`config.mk`:
```
export PLATFORM = sky130hd
export DESIGN_NAME = asrv32_regfile_arbiter_flat
export DESIGN_NICKNAME = d
export VERILOG_FILES = /design/src/rtl/asrv32_regfile_arbiter_if.sv /design/src/rtl/asrv32_regfile_arbiter.sv /design/src/flat_wrapper.sv
export SDC_FILE = /design/constraint.sdc
export NUM_CORES = 1
export LEC_CHECK = 0
export ABC_AREA = 1
export BUFFER_PORTS_ARGS = -buffer_cell sky130_fd_sc_hd__buf_4
export CORE_AREA = 2 2 108 110
export CTS_BUF_LIST = sky130_fd_sc_hd__clkbuf_4
export DETAILED_ROUTE_END_ITERATION = 16
export DIE_AREA = 0 0 110 112
export PLACE_DENSITY = 0.59
export REMOVE_ABC_BUFFERS = 1
export SLEW_MARGIN = 20
export SYNTH_ARGS = -nofsm -noshare
export SYNTH_HDL_FRONTEND = slang
export SYNTH_SLANG_ARGS = --single-unit
```
`constraint.sdc`:
```
create_clock -name i_clk -period 0.8 [get_ports i_clk]
set_input_delay 0.04 -clock i_clk [delete_from_list [all_inputs] [get_ports i_clk]]
set_output_delay 0.04 -clock i_clk [all_outputs]
set_load 0.05 [all_outputs]
```
`src/rtl/asrv32_regfile_arbiter_if.sv`:
```
// Request, response and register-file-side signals of the regfile arbiter.
// The arbiter takes the slave view; requesters and the register file together take the master view.
interface asrv32_regfile_arbiter_if;
   logic        i_core_rd_valid;
   logic        o_core_rd_ready;
   logic [4:0]  i_core_rs1_addr;
   logic [4:0]  i_core_rs2_addr;
   logic        i_core_wr_valid;
   logic        o_core_wr_ready;
   logic [4:0]  i_core_wr_addr;
   logic [31:0] i_core_wr_data;
   logic        i_dbg_rd_valid;
   logic        o_dbg_rd_ready;
   logic [4:0]  i_dbg_rs1_addr;
   logic [4:0]  i_dbg_rs2_addr;
   logic        i_dbg_wr_valid;
   logic        o_dbg_wr_ready;
   logic [4:0]  i_dbg_wr_addr;
   logic [31:0] i_dbg_wr_data;
   logic        o_rsp_valid;
   logic        o_rsp_id;
   logic [31:0] o_rsp_rs1_data;
   logic [31:0] o_rsp_rs2_data;
   logic        o_rf_ce_rd;
   logic        o_rf_ce_wr;
   logic [4:0]  o_rf_rs1_addr;
   logic [4:0]  o_rf_rs2_addr;
   logic [4:0]  o_rf_rd_addr;
   logic [31:0] o_rf_rd_data;
   logic [31:0] i_rf_rs1_data;
   logic [31:0] i_rf_rs2_data;

   modport slave (
      input  i_core_rd_valid, i_core_rs1_addr, i_core_rs2_addr,
      input  i_core_wr_valid, i_core_wr_addr, i_core_wr_data,
      input  i_dbg_rd_valid, i_dbg_rs1_addr, i_dbg_rs2_addr,
      input  i_dbg_wr_valid, i_dbg_wr_addr, i_dbg_wr_data,
      input  i_rf_rs1_data, i_rf_rs2_data,
      output o_core_rd_ready, o_core_wr_ready, o_dbg_rd_ready, o_dbg_wr_ready,
      output o_rsp_valid, o_rsp_id, o_rsp_rs1_data, o_rsp_rs2_data,
      output o_rf_ce_rd, o_rf_ce_wr, o_rf_rs1_addr, o_rf_rs2_addr, o_rf_rd_addr, o_rf_rd_data
   );

   modport master (
      output i_core_rd_valid, i_core_rs1_addr, i_core_rs2_addr,
      output i_core_wr_valid, i_core_wr_addr, i_core_wr_data,
      output i_dbg_rd_valid, i_dbg_rs1_addr, i_dbg_rs2_addr,
      output i_dbg_wr_valid, i_dbg_wr_addr, i_dbg_wr_data,
      output i_rf_rs1_data, i_rf_rs2_data,
      input  o_core_rd_ready, o_core_wr_ready, o_dbg_rd_ready, o_dbg_wr_ready,
      input  o_rsp_valid, o_rsp_id, o_rsp_rs1_data, o_rsp_rs2_data,
      input  o_rf_ce_rd, o_rf_ce_wr, o_rf_rs1_addr, o_rf_rs2_addr, o_rf_rd_addr, o_rf_rd_data
   );
endinterface

```
`src/rtl/asrv32_regfile_arbiter.sv`:
```
// Core/debug arbiter for the regfile read and write ports; grants are combinational, read response 1 cycle later.
// No response backpressure. Define ASRV32_ARB_STARVE_EN for the debug starvation guard (strict core priority otherwise).
module asrv32_regfile_arbiter #(
   parameter int STARVE_LIMIT = 4
) (
   input logic                    i_clk,
   input logic                    i_rst_n,
   asrv32_regfile_arbiter_if.slave bus
);

   if (STARVE_LIMIT < 1 || STARVE_LIMIT > 15) begin : g_bad_limit
      $error("STARVE_LIMIT must be in 1..15");
   end

   logic rd_core_v, rd_dbg_v, wr_core_v, wr_dbg_v;
   logic rd_core_gnt, rd_dbg_gnt, wr_core_gnt, wr_dbg_gnt;
   logic ovr_rd, ovr_wr;
   logic rsp_pending_q, rsp_pending_d;
   logic rsp_id_q, rsp_id_d;

   // Valids are masked by reset so every output is quiet while i_rst_n is low.
   always_comb begin
      rd_core_v   = i_rst_n & bus.i_core_rd_valid;
      rd_dbg_v    = i_rst_n & bus.i_dbg_rd_valid;
      wr_core_v   = i_rst_n & bus.i_core_wr_valid;
      wr_dbg_v    = i_rst_n & bus.i_dbg_wr_valid;
      rd_dbg_gnt  = rd_dbg_v & (~rd_core_v | ovr_rd);
      rd_core_gnt = rd_core_v & ~rd_dbg_gnt;
      wr_dbg_gnt  = wr_dbg_v & (~wr_core_v | ovr_wr);
      wr_core_gnt = wr_core_v & ~wr_dbg_gnt;
   end

   always_comb begin
      bus.o_core_rd_ready = rd_core_gnt;
      bus.o_dbg_rd_ready  = rd_dbg_gnt;
      bus.o_core_wr_ready = wr_core_gnt;
      bus.o_dbg_wr_ready  = wr_dbg_gnt;
      bus.o_rf_ce_rd      = rd_core_gnt | rd_dbg_gnt;
      bus.o_rf_ce_wr      = wr_core_gnt | wr_dbg_gnt;
      bus.o_rf_rs1_addr   = '0;
      bus.o_rf_rs2_addr   = '0;
      bus.o_rf_rd_addr    = '0;
      bus.o_rf_rd_data    = '0;
      if (rd_dbg_gnt) begin
         bus.o_rf_rs1_addr = bus.i_dbg_rs1_addr;
         bus.o_rf_rs2_addr = bus.i_dbg_rs2_addr;
      end else if (rd_core_gnt) begin
         bus.o_rf_rs1_addr = bus.i_core_rs1_addr;
         bus.o_rf_rs2_addr = bus.i_core_rs2_addr;
      end
      if (wr_dbg_gnt) begin
         bus.o_rf_rd_addr = bus.i_dbg_wr_addr;
         bus.o_rf_rd_data = bus.i_dbg_wr_data;
      end else if (wr_core_gnt) begin
         bus.o_rf_rd_addr = bus.i_core_wr_addr;
         bus.o_rf_rd_data = bus.i_core_wr_data;
      end
   end

`ifdef ASRV32_ARB_STARVE_EN
   localparam logic [3:0] LIMIT = 4'(STARVE_LIMIT);
   logic [3:0] starve_rd_q, starve_rd_d;
   logic [3:0] starve_wr_q, starve_wr_d;

   assign ovr_rd = (starve_rd_q == LIMIT);
   assign ovr_wr = (starve_wr_q == LIMIT);

   // A counter parks at LIMIT until debug wins, so it never passes the limit.
   always_comb begin
      starve_rd_d = starve_rd_q;
      starve_wr_d = starve_wr_q;
      if (!rd_dbg_v || rd_dbg_gnt) begin
         starve_rd_d = '0;
      end else if (rd_core_gnt && !ovr_rd) begin
         starve_rd_d = starve_rd_q + 4'd1;
      end
      if (!wr_dbg_v || wr_dbg_gnt) begin
         starve_wr_d = '0;
      end else if (wr_core_gnt && !ovr_wr) begin
         starve_wr_d = starve_wr_q + 4'd1;
      end
   end

   always_ff @(posedge i_clk or negedge i_rst_n) begin
      if (!i_rst_n) begin
         starve_rd_q <= '0;
         starve_wr_q <= '0;
      end else begin
         starve_rd_q <= starve_rd_d;
         starve_wr_q <= starve_wr_d;
      end
   end
`else
   assign ovr_rd = 1'b0;
   assign ovr_wr = 1'b0;
`endif

   always_comb begin
      rsp_pending_d = rd_core_gnt | rd_dbg_gnt;
      rsp_id_d      = rd_dbg_gnt;
   end

   always_ff @(posedge i_clk or negedge i_rst_n) begin
      if (!i_rst_n) begin
         rsp_pending_q <= 1'b0;
         rsp_id_q      <= 1'b0;
      end else begin
         rsp_pending_q <= rsp_pending_d;
         rsp_id_q      <= rsp_id_d;
      end
   end

   // The regfile registers the read address itself; its data arrives with the pending flag.
   always_comb begin
      bus.o_rsp_valid    = rsp_pending_q;
      bus.o_rsp_id       = rsp_id_q;
      bus.o_rsp_rs1_data = i_rst_n ? bus.i_rf_rs1_data : 32'h0;
      bus.o_rsp_rs2_data = i_rst_n ? bus.i_rf_rs2_data : 32'h0;
   end

endmodule

```
`src/flat_wrapper.sv`:
```
// flat-port wrapper written by rule: the top's interface ports become plain ports
module asrv32_regfile_arbiter_flat 
#(
   parameter int STARVE_LIMIT = 4
)
  (i_clk, i_rst_n, bus_i_core_rd_valid, bus_i_core_rs1_addr, bus_i_core_rs2_addr, bus_i_core_wr_valid, bus_i_core_wr_addr, bus_i_core_wr_data, bus_i_dbg_rd_valid, bus_i_dbg_rs1_addr, bus_i_dbg_rs2_addr, bus_i_dbg_wr_valid, bus_i_dbg_wr_addr, bus_i_dbg_wr_data, bus_i_rf_rs1_data, bus_i_rf_rs2_data, bus_o_core_rd_ready, bus_o_core_wr_ready, bus_o_dbg_rd_ready, bus_o_dbg_wr_ready, bus_o_rsp_valid, bus_o_rsp_id, bus_o_rsp_rs1_data, bus_o_rsp_rs2_data, bus_o_rf_ce_rd, bus_o_rf_ce_wr, bus_o_rf_rs1_addr, bus_o_rf_rs2_addr, bus_o_rf_rd_addr, bus_o_rf_rd_data);
  asrv32_regfile_arbiter_if bus_i ();
  input logic i_clk;
  input logic i_rst_n;
  input wire logic [$bits(bus_i.i_core_rd_valid)-1:0] bus_i_core_rd_valid;
  input wire logic [$bits(bus_i.i_core_rs1_addr)-1:0] bus_i_core_rs1_addr;
  input wire logic [$bits(bus_i.i_core_rs2_addr)-1:0] bus_i_core_rs2_addr;
  input wire logic [$bits(bus_i.i_core_wr_valid)-1:0] bus_i_core_wr_valid;
  input wire logic [$bits(bus_i.i_core_wr_addr)-1:0] bus_i_core_wr_addr;
  input wire logic [$bits(bus_i.i_core_wr_data)-1:0] bus_i_core_wr_data;
  input wire logic [$bits(bus_i.i_dbg_rd_valid)-1:0] bus_i_dbg_rd_valid;
  input wire logic [$bits(bus_i.i_dbg_rs1_addr)-1:0] bus_i_dbg_rs1_addr;
  input wire logic [$bits(bus_i.i_dbg_rs2_addr)-1:0] bus_i_dbg_rs2_addr;
  input wire logic [$bits(bus_i.i_dbg_wr_valid)-1:0] bus_i_dbg_wr_valid;
  input wire logic [$bits(bus_i.i_dbg_wr_addr)-1:0] bus_i_dbg_wr_addr;
  input wire logic [$bits(bus_i.i_dbg_wr_data)-1:0] bus_i_dbg_wr_data;
  input wire logic [$bits(bus_i.i_rf_rs1_data)-1:0] bus_i_rf_rs1_data;
  input wire logic [$bits(bus_i.i_rf_rs2_data)-1:0] bus_i_rf_rs2_data;
  output wire logic [$bits(bus_i.o_core_rd_ready)-1:0] bus_o_core_rd_ready;
  output wire logic [$bits(bus_i.o_core_wr_ready)-1:0] bus_o_core_wr_ready;
  output wire logic [$bits(bus_i.o_dbg_rd_ready)-1:0] bus_o_dbg_rd_ready;
  output wire logic [$bits(bus_i.o_dbg_wr_ready)-1:0] bus_o_dbg_wr_ready;
  output wire logic [$bits(bus_i.o_rsp_valid)-1:0] bus_o_rsp_valid;
  output wire logic [$bits(bus_i.o_rsp_id)-1:0] bus_o_rsp_id;
  output wire logic [$bits(bus_i.o_rsp_rs1_data)-1:0] bus_o_rsp_rs1_data;
  output wire logic [$bits(bus_i.o_rsp_rs2_data)-1:0] bus_o_rsp_rs2_data;
  output wire logic [$bits(bus_i.o_rf_ce_rd)-1:0] bus_o_rf_ce_rd;
  output wire logic [$bits(bus_i.o_rf_ce_wr)-1:0] bus_o_rf_ce_wr;
  output wire logic [$bits(bus_i.o_rf_rs1_addr)-1:0] bus_o_rf_rs1_addr;
  output wire logic [$bits(bus_i.o_rf_rs2_addr)-1:0] bus_o_rf_rs2_addr;
  output wire logic [$bits(bus_i.o_rf_rd_addr)-1:0] bus_o_rf_rd_addr;
  output wire logic [$bits(bus_i.o_rf_rd_data)-1:0] bus_o_rf_rd_data;
  assign bus_i.i_core_rd_valid = bus_i_core_rd_valid;
  assign bus_i.i_core_rs1_addr = bus_i_core_rs1_addr;
  assign bus_i.i_core_rs2_addr = bus_i_core_rs2_addr;
  assign bus_i.i_core_wr_valid = bus_i_core_wr_valid;
  assign bus_i.i_core_wr_addr = bus_i_core_wr_addr;
  assign bus_i.i_core_wr_data = bus_i_core_wr_data;
  assign bus_i.i_dbg_rd_valid = bus_i_dbg_rd_valid;
  assign bus_i.i_dbg_rs1_addr = bus_i_dbg_rs1_addr;
  assign bus_i.i_dbg_rs2_addr = bus_i_dbg_rs2_addr;
  assign bus_i.i_dbg_wr_valid = bus_i_dbg_wr_valid;
  assign bus_i.i_dbg_wr_addr = bus_i_dbg_wr_addr;
  assign bus_i.i_dbg_wr_data = bus_i_dbg_wr_data;
  assign bus_i.i_rf_rs1_data = bus_i_rf_rs1_data;
  assign bus_i.i_rf_rs2_data = bus_i_rf_rs2_data;
  assign bus_o_core_rd_ready = bus_i.o_core_rd_ready;
  assign bus_o_core_wr_ready = bus_i.o_core_wr_ready;
  assign bus_o_dbg_rd_ready = bus_i.o_dbg_rd_ready;
  assign bus_o_dbg_wr_ready = bus_i.o_dbg_wr_ready;
  assign bus_o_rsp_valid = bus_i.o_rsp_valid;
  assign bus_o_rsp_id = bus_i.o_rsp_id;
  assign bus_o_rsp_rs1_data = bus_i.o_rsp_rs1_data;
  assign bus_o_rsp_rs2_data = bus_i.o_rsp_rs2_data;
  assign bus_o_rf_ce_rd = bus_i.o_rf_ce_rd;
  assign bus_o_rf_ce_wr = bus_i.o_rf_ce_wr;
  assign bus_o_rf_rs1_addr = bus_i.o_rf_rs1_addr;
  assign bus_o_rf_rs2_addr = bus_i.o_rf_rs2_addr;
  assign bus_o_rf_rd_addr = bus_i.o_rf_rd_addr;
  assign bus_o_rf_rd_data = bus_i.o_rf_rd_data;
  asrv32_regfile_arbiter #(.STARVE_LIMIT(STARVE_LIMIT)) u_core (.i_clk(i_clk), .i_rst_n(i_rst_n), .bus(bus_i));
endmodule
```
Word-level counts from Yosys, hierarchy flattened:

Index checks and enable logic that the tools add are counted.

* input bits: 164
* output and inout bits: 119
* flip-flop bits (word level): 2
* word-level logic and storage cells: 26

* bitwise operators: 14
* mux-type cells: 10

Operator list (number)
* $mux W32: 4
* $mux W5: 6
* $and A1 B1 Y1: 8
* $not A1 Y1: 4
* $or A1 B1 Y1: 2

Logic depth before layout (Yosys ltp):

* depth after elaboration: 7
* gate-level depth with buffers: 7
* gate-level depth less buffers: 4

Least setup slack after synthesis:

No wires, ideal clock.

* path type: input -> register
* from: input i_rst_n
* to: register u_core.rsp_id_q (netlist: u_core.bus.o_rsp_id)
* arrival time: 1.468 ns
* cell stages on the path: 4
* path slack: -0.913 ns
* data required time: 0.555 ns
* buffers on the path: 2
* library setup time: 0.245 ns
* path through: buf_4 buf_4 inv_1 nor3_1

* cells in the longest elaborated chain, start to end: 3
* elaborated cells on any way between the ends: 4
* those cells by class: bitwise: 4

RTL lines
* start, declared: line flat_wrapper.sv:9 `input logic i_rst_n;`
* $and A1 B1 Y1: line asrv32_regfile_arbiter.sv:23 `rd_core_v = i_rst_n & bus.i_core_rd_valid;`
* $not A1 Y1: line asrv32_regfile_arbiter.sv:27 `rd_dbg_gnt = rd_dbg_v & (~rd_core_v | ovr_rd);`
* $and A1 B1 Y1 (*): line asrv32_regfile_arbiter.sv:27
* via bus_o_dbg_rd_ready: line flat_wrapper.sv:26 `output wire logic [$bits(bus_i.o_dbg_rd_ready)-1:0] bus_o_dbg_rd_ready;`
* end signal, assigned: line asrv32_regfile_arbiter.sv:109 `rsp_id_q <= rsp_id_d;`
* end, declared: line asrv32_regfile_arbiter.sv:19 `logic rsp_id_q, rsp_id_d;`

Mark *: on every way through the listed nets, which the timed path passes. The rest lies on a longest branch.

Worst setup path in the final report:

* from: input bus_i_core_wr_valid
* to: output bus_o_rf_rd_data[26]

* cells in the longest elaborated chain, start to end: 7

RTL lines
* start, declared: line flat_wrapper.sv:13 `input wire logic [$bits(bus_i.i_core_wr_valid)-1:0] bus_i_core_wr_valid;`
* $and A1 B1 Y1 (*): line asrv32_regfile_arbiter.sv:25 `wr_core_v = i_rst_n & bus.i_core_wr_valid;`
* $not A1 Y1: line asrv32_regfile_arbiter.sv:29 `wr_dbg_gnt = wr_dbg_v & (~wr_core_v | ovr_wr);`
* $and A1 B1 Y1: line asrv32_regfile_arbiter.sv:29
* $not A1 Y1: line asrv32_regfile_arbiter.sv:30 `wr_core_gnt = wr_core_v & ~wr_dbg_gnt;`
* $and A1 B1 Y1: line asrv32_regfile_arbiter.sv:30
* $mux W32: line asrv32_regfile_arbiter.sv:54 `end else if (wr_core_gnt) begin`
* $mux W32 (*): line asrv32_regfile_arbiter.sv:51 `if (wr_dbg_gnt) begin`
* end, declared: line flat_wrapper.sv:37 `output wire logic [$bits(bus_i.o_rf_rd_data)-1:0] bus_o_rf_rd_data;`

Every way passes the cells marked *; elsewhere a longest branch is shown, timed or not.

==> out/results.ini <==
[clock_tree]
cts_tree=built
clk_pin_slew_worst_paths_ps=30
cts_buffer_depth=2
cts_buffers=3
clock_sinks=2
root_buffer=clkbuf_4
cts-htree-levels=1

[timing]
slew_headroom=0.857
final_hold_viol_count=0
period_minus_slack_ps=881
clock.fmax_mhz=1130
finalMaxSlewViolations=0
rsz0062_at_grt=true
setup_ws_ps=-81.3
setup_viol=65
worst_pin_slew_ps=213
period_share=1.10

[global_route]
grt_max_degree=35
overflow=0
grt_antenna_before_repair=0
grt_use_total=0.154
first_global_vias=3173
grt_pass1_wl_um=15000

[routing]
post_drt_wl_per_cell_um=15.5
drc_errors=0
first_iter_violations=146
ant_nets=0
totalWireLength_um=11600
wl_met1_um=4130
wl_met2_um=6370
vias_per_cell=4.29
dr.pass1.iters=4
routed-wl-met3_um=1010
topRoutingLayerUsed=met4
vias=3220

[setup_path]
path_depth=6
critPathRequiredTime_ps=760
critPathMaxStageDelay_ps=160
crit_slowest_cell=buf_16
cp_top_family=buffers and inverters
crit_type=in -> out
cp_max_fo=18
crit_path_end_kind=output pin
cp_num_buf_inv=4
worstPathCellList=buf_12 -> inv_6 -> buf_16 -> nand4_1 -> nand2_2 -> buf_8
startpoint_type=input pin
cp.arrival_ps=840

[power_and_ir_drop]
power_mw=4.27
comb_power_share=0.920
vdd_drop_max_uv=449
power.density_nw_per_um2=809
p_leak_nw=3.18
swShare=0.527
p_int_mw=2.02
p_sw_mw=2.25
clockPowerShare=0.055
power.share.sequential=0.026

[synthesis]
synth_area_um2=1400
synth_seq_area_share=0.0358
avgSynthCellArea_um2=4.48
synthCells=312
yosysUniqueCellTypes=11
ys_ff_latch=2
yosysWarningCount=0

[floorplan]
start_util=0.125
die_h_um=112
num_rows=39
core_area_um2=11200
die_width_um=110
dieArea_um2=12300
io_pins=283

[run_status]
status=finished with violations
violations=negative setup slack

[flow_run]
maxCapViolCount=0

[placement]
io_buffers=282
dpl-instance-area_um2=3710
place_congestion=0.769
dp_hpwl_um=7120
place_inst=723

[finish]
fin_cells=750
layout-drive-gt1-share=0.703
filler_cell_count=1067
antenna_cells=0
area_delta_synth_final_pct=278
final_util=0.472
fin_area_um2=5280
nets=773

[hold_path]
hold_class=in -> reg
min_path_cells=2

## cells by family (layout without fill, tap and decap cells)
| family | count (synthesis) | in the layout | share of synthesized area |
|---|---|---|---|
| and+or+nand+nor | 209 | 209 | 0.647 |
| buffers and inverters | 99 | 394 | 0.310 |
| AOI/OAI and AO/OA | 2 | 2 | 0.00716 |
| DFF | 2 | 2 | 0.0358 |
## synthesized netlist by cell type
master,count,share of area
buf_2,16,0.057
nor3_1,2,0.0072
nand4_1,47,0.21
nand2_1,160,0.43
a21oi_1,2,0.0072
buf_6,3,0.024
buf_4,5,0.027
clkbuf_1,4,0.011
inv_1,69,0.19
inv_2,2,0.0054
dfrtp_1,2,0.036
## power groups by stage
stage	registers (mW)	clock network, mW	logic (mW)
floorplan	0.128	0	1.50
global placement	0.110	0	2.94
detailed placement	0.109	0	2.96
CTS	0.109	0.235	3.54
global route	0.109	0.251	4.10
finish	0.109	0.233	3.93
## layer usage
metal / up-vias / GRT usage
li1: 1538 / -
met4: 0 / 0.0262
met5: - / 0
met1: 1470 / 0.164
met3: 10 / 0.0205
met2: 202 / 0.311
## flip-flops by register name, summed over array words and instances (netlist names)
name / flops
u_core.bus.o_rsp_id: 1
u_core.bus.o_rsp_valid: 1
## worst paths after layout
path                                startpoint                     end  slack [ps]
worst min-delay path       bus_i_core_rd_valid     u_core.bus.o_rsp_id          70
min in group asynchronous              i_rst_n     u_core.bus.o_rsp_id         460
worst max-delay path       bus_i_core_wr_valid    bus_o_rf_rd_data[26]         -80
max in group asynchronous              i_rst_n  u_core.bus.o_rsp_valid         190
## final cells by class
type	instances	area (um2)	area share
Timing Repair Buffer	320	3430	0.650
Multi-Input combinational cell	211	1310	0.248
Inverter	71	284	0.0538
Tap cell	143	179	0.0339
Sequential cell	2	50.0	0.00948
Clock buffer	3	22.5	0.00427
## per-stage QoR
step / setup WS, ps / hold slack [ps] / setup TNS [ps]
floorplan: -656 / -256 / -14040
global placement: -194 / 137 / -12990
detailed placement: -222 / 160 / -15460
CTS: -69.4 / 7.72 / -2060
global route: -124 / 76.9 / -5170
finish: -81.3 / 72.9 / -2110
## cell usage in the layout, fill, tap and decap left out
| master | count |
|---|---|
| buf_4 | 173 |
| clkbuf_4 | 3 |
| dfrtp_1 | 2 |
| buf_12 | 10 |
| buf_6 | 82 |
| inv_4 | 2 |
| inv_1 | 56 |
| dlygate4sd3_1 | 1 |
| inv_2 | 11 |
| inv_8 | 1 |
| buf_8 | 37 |
| nor3_2 | 2 |
| a21oi_2 | 1 |
| clkbuf_16 | 9 |
| nand2_4 | 30 |
| nand2_2 | 56 |
| nand2_1 | 73 |
| buf_16 | 8 |
| a21oi_1 | 1 |
| nand4_1 | 47 |
| inv_6 | 1 |
| nand2_8 | 1 |
## repair_timing
item,in CTS,in global routing
gates cloned,6,11
setup buffers,6,1
hold buffers,1,0
pin swaps,22,39
gates resized for setup,202,114
endpoints found under the hold margin,2,0
setup endpoints to repair,116,101
Note: power is estimated with default switching activity, not from simulation.
